## src/rtl/bcd_timer_pkg.sv

```systemverilog
// bcd_timer_pkg: shared state encoding and BCD constants for the timer chain
package bcd_timer_pkg;
  typedef enum logic [1:0] {S_IDLE, S_RUN, S_PAUSE, S_DONE} state_t;
  localparam logic [3:0] BCD_MAX = 4'h9;
  localparam logic [3:0] BCD_MIN = 4'h0;
  localparam logic DIR_UP = 1'b0;
  localparam logic DIR_DN = 1'b1;
endpackage

```

## src/rtl/bcd_digit.sv

```systemverilog
// bcd_digit: one up/down BCD digit with clamped parallel load
module bcd_digit
  import bcd_timer_pkg::*;
(
  input  logic       clk,
  input  logic       reset,
  input  logic       en,
  input  logic       dir,
  input  logic       ld,
  input  logic [3:0] ld_val,
  output logic [3:0] q
);
  always_ff @(posedge clk)
    if (reset) q <= BCD_MIN;
    else if (ld) q <= (ld_val > BCD_MAX) ? BCD_MAX : ld_val;
    else if (en) q <= (dir == DIR_DN) ? ((q == BCD_MIN) ? BCD_MAX : q - 4'd1)
                                      : ((q == BCD_MAX) ? BCD_MIN : q + 4'd1);
endmodule

```

## src/rtl/bcd_timer_ctrl.sv

```systemverilog
// bcd_timer_ctrl: run/pause/clear/load sequencer with prescaler driving a cascaded BCD digit chain
module bcd_timer_ctrl
  import bcd_timer_pkg::*;
#(
  parameter int DIGITS   = 4,
  parameter int PRESCALE = 50,
  parameter int PW       = 6
) (
  input  logic                  clk,
  input  logic                  reset,
  input  logic                  start,
  input  logic                  stop,
  input  logic                  clear,
  input  logic                  load,
  input  logic [4*DIGITS-1:0]   load_val,
  input  logic                  dir,
  output logic [4*DIGITS-1:0]   count,
  output logic                  running,
  output logic                  done
);
  localparam logic [PW-1:0] P_LAST = PW'(PRESCALE - 1);
  state_t state, state_n;
  logic [PW-1:0] presc, presc_n;
  logic dir_q, step, load_ok, pre_term, term_start;
  logic [DIGITS-1:0] at_max, at_min, at_tgt, en;
  assign load_ok    = load && !clear && state != S_RUN;
  assign step       = state == S_RUN && presc == P_LAST && !clear;
  assign at_tgt     = (dir_q == DIR_DN) ? at_min : at_max;
  assign term_start = &((dir == DIR_DN) ? at_min : at_max);
  // Only digit 0 moves on the step that lands on terminal: it must sit one away while all others are at target
  assign pre_term   = count[3:0] == ((dir_q == DIR_DN) ? 4'd1 : 4'd8) && &(at_tgt | DIGITS'(1));
  for (genvar i = 0; i < DIGITS; i++) begin : g_dig
    localparam logic [DIGITS-1:0] LOW = DIGITS'((64'd1 << i) - 64'd1);
    assign at_max[i] = count[4*i+:4] == BCD_MAX;
    assign at_min[i] = count[4*i+:4] == BCD_MIN;
    assign en[i]     = step && &(at_tgt | ~LOW);
    bcd_digit u_dig (
      .clk    (clk),
      .reset  (reset),
      .en     (en[i]),
      .dir    (dir_q),
      .ld     (clear || load_ok),
      .ld_val (clear ? BCD_MIN : load_val[4*i+:4]),
      .q      (count[4*i+:4])
    );
  end
  always_comb begin
    state_n = state;
    presc_n = presc;
    if (clear || load_ok) begin
      state_n = S_IDLE;
      presc_n = '0;
    end else case (state)
      S_IDLE: if (start) begin
        state_n = term_start ? S_DONE : S_RUN;
        presc_n = '0;
      end
      S_RUN: begin
        state_n = (step && pre_term) ? S_DONE : stop ? S_PAUSE : S_RUN;
        presc_n = stop ? presc : step ? '0 : presc + PW'(1);
      end
      S_PAUSE: if (start) state_n = S_RUN;
      default: state_n = state;
    endcase
  end
  always_ff @(posedge clk)
    if (reset) begin
      state   <= S_IDLE;
      presc   <= '0;
      dir_q   <= DIR_UP;
      running <= 1'b0;
      done    <= 1'b0;
    end else begin
      state   <= state_n;
      presc   <= presc_n;
      running <= state_n == S_RUN;
      done    <= state_n == S_DONE && state != S_DONE;
      if (state == S_IDLE && start && !clear && !load) dir_q <= dir;
    end
endmodule
```

## config.mk

```make
export PLATFORM = sky130hd
export DESIGN_NAME = bcd_timer_ctrl
export DESIGN_NICKNAME = d
export VERILOG_FILES = /design/src/rtl/bcd_timer_pkg.sv /design/src/rtl/bcd_digit.sv /design/src/rtl/bcd_timer_ctrl.sv
export SDC_FILE = /design/constraint.sdc
export NUM_CORES = 1
export LEC_CHECK = 0
export ABC_AREA = 1
export BUFFER_PORTS_ARGS = -buffer_cell sky130_fd_sc_hd__buf_2
export CAP_MARGIN = 0
export CORE_MARGIN = 2
export CORE_UTILIZATION = 40
export CTS_BUF_LIST = sky130_fd_sc_hd__clkbuf_16
export DETAILED_ROUTE_END_ITERATION = 7
export PLACE_DENSITY = 0.7
export SLEW_MARGIN = 30
export SYNTH_ARGS = -nofsm -noshare
export SYNTH_HDL_FRONTEND = slang
export SYNTH_SLANG_ARGS = --single-unit
export TNS_END_PERCENT = 10
```

## constraint.sdc

```tcl
create_clock -name clk -period 3.9 [get_ports clk]
set_input_delay 0.585 -clock clk [delete_from_list [all_inputs] [get_ports clk]]
set_output_delay 0.585 -clock clk [all_outputs]
set_load 0.05 [all_outputs]
```

==> impl_metrics.ini <==
[critical_path]
crit_fanout = 18
arrival_ns = 2.75
crit_path_start_kind = register
path_class = reg -> reg
required_ns = 4.11
r2r_setup_slack_ns = 1.35
crit_path_end_kind = register

[synth]
synth_cell_type_count = 33
synthArstFlopShare = 0
syn_inst = 358
synth_area_per_cell_um2 = 5.910
yosys_warnings = 0
synth_seq_area_share = 0.2555
synth-main-ff-cell = dfxtp_1
synth_seq_cells = 27
synth.net_count = 385
syn_area_um2 = 2116
synth-edff-count = 0

[pwr]
pwr-share-comb = 0.280
seqPwrFrac = 0.405
power_density_nw_per_um2 = 316.8
p_clk_frac = 0.315
leakage_nw = 1.146
swShare = 0.3621
p_sw_uw = 280.6
ir_drop_uv = 163.0
intPower_uw = 494.3

[clock_tree]
holdBufCountCts = 0
numCtsBuffers = 3
cts_tree = done
clk_pin_slew_ns = 0.07
htreeDepth = 1
clock_sinks = 27
clk_path_buf_depth = 2
cts-root-buf = clkbuf_16
cts-resized-gates = 0
clock_latency_ns = 0.27
post_cts_buffers = 0

[cells_and_area]
layout-drive-gt1-share = 0.1646
fin_util = 0.4789
mostFrequentLayoutCells = 82 x nand2_1, 55 x nor2_1, 40 x inv_1, 40 x buf_2, 38 x o21ai_0
seq_area_um2 = 540.5
final_common_cell = nand2_1
num_antenna_cells = 0
syn2layout_area_growth_pct = 15.61
nets = 423
multi_input_area_um2 = 1365
nFillCells = 564

[global_routing]
grt_pass1_vias = 2068
grt_max_degree = 29
grt_usage = 0.1906
grt_pass1_wl_um = 9183
grt-ovfl-total = 0
antenna_found_initial = 0

[placement]
dp.final_hpwl_um = 4174
gp_congestion = 0.8641
io_buffers = 40

[routing]
dr.pass1.iters = 4
drt-initial-drc-count = 85
num_vias = 2306
drt-total-wl_um = 5426
drc = 0
postRouteAntennaNets = 0
viasPerCell = 4.959
avgRoutedWirePerCell_um = 11.67

[sta]
drv_slew = 0
finalSetupViolCount = 0
tns_ns = 0
slew_headroom = 0.6296
hold_viol = 0
max_freq_ghz = 0.3924
worst_pin_slew_ns = 0.5548
period_needed_ns = 2.549
finalCritPeriodShare = 0.6535
clock_skew_ns = 0.009825
rsz0062_at_grt = false

[die]
ios = 41
die_width_um = 76.73
die_area_um2 = 5887
core-area_um2 = 5107
dieHeight_um = 76.73
initial_core_util = 0.4143
row_count = 26

[flow_run]
max-cap-violations = 0

[worst_hold_path]
hp-class = reg -> reg

[status]
outcome = complete, no violations
stage by stage:
step / total power, mW / worst slack (ns) / area (um^2) / hold slack, ns / cells
detailed placement: 0.5358 / 1.370 / 2366 / 0.4580 / 461
CTS: 0.7810 / 1.329 / 2446 / 0.4762 / 465
floorplan: 0.4809 / 2.064 / 2116 / 0.4403 / 358
global route: 0.8209 / 0.9467 / 2446 / 0.5104 / 465
global placement: 0.5347 / 1.453 / 2366 / 0.4500 / 461
finish: 0.7749 / 1.351 / 2446 / 0.4695 / 465
kinds of logic after synthesis:
family | after synthesis | share of synthesized area
xor gates and xnor gates | 5 | 0.02070
buffers and inverters | 53 | 0.09934
adders and majority gates | 4 | 0.02366
DFF | 27 | 0.2555
AOI/OAI and AO/OA | 80 | 0.2093
and+or+nand+nor | 189 | 0.3915
cell usage after synthesis (3+ instances only):
| cell | n | area (um^2) |
|---|---|---|
| nand2_1 | 82 | 307.8 |
| nor2_1 | 55 | 206.5 |
| inv_1 | 40 | 150.1 |
| o21ai_0 | 38 | 190.2 |
| nand3_1 | 32 | 160.2 |
| dfxtp_1 | 27 | 540.5 |
| a21oi_1 | 22 | 110.1 |
| nor2_2 | 6 | 37.54 |
| inv_2 | 5 | 18.77 |
| xor2_1 | 5 | 43.79 |
| ha_1 | 4 | 50.05 |
| a31oi_1 | 3 | 18.77 |
| buf_2 | 3 | 15.01 |
| nand4_1 | 3 | 18.77 |
| o21a_1 | 3 | 22.52 |
| o21ai_1 | 3 | 15.01 |
| o21ai_2 | 3 | 26.28 |
area by class of cell:
cell class	instances	share of cell area
clock buffers	3	0.03069
clock inverters	1	0.002046
inverters	46	0.07059
multi-input cells	278	0.5581
flip-flops and latches	27	0.2210
well taps	70	0.03581
repair buffers	40	0.08184
flip-flops by register name, indices dropped and copies added, names as in the netlist:
register       cells
presc              6
running            1
done               1
g_dig.u_dig.q     16
dir_q              1
state              2
layer usage:
layer / routed length [um] / up-vias / track usage
met4: 64 / 0 / 0.05455
li1: - / 1238 / -
met5: 0 / - / 0
met1: 2584 / 1009 / 0.2502
met2: 2469 / 55 / 0.3175
met3: 308 / 4 / 0.03647
critical path, stage by stage (launching register included):
cell	delay, ns
dfxtp_1	0.67
clkinv_1	0.58
ha_1	0.46
nor2_1	0.08
nand2_1	0.05
a21oi_1	0.11
nand2_1	0.06
nor2_1	0.08
nand2_1	0.08
nand3_1	0.11
nand2_1	0.08
nor2_1	0.10
power by group through the flow:
stage | Sequential (mW) | Clock (mW) | Combinational (mW)
2_1_floorplan | 0.357 | 0 | 0.124
3_3_place_gp | 0.320 | 0 | 0.215
3_5_place_dp | 0.320 | 0 | 0.216
4_1_cts | 0.314 | 0.251 | 0.217
5_1_grt | 0.317 | 0.261 | 0.242
6_report | 0.314 | 0.244 | 0.217
path summary, 6_finish.rpt:
check,startpoint,to,cells after the start
worst min register to register,presc[5],presc[5],1
worst min-delay path,presc[5],presc[5],1
worst max register to register,dir_q,state[1],11
worst max-delay path,dir_q,state[1],11
(Power assumes the default switching activity.)
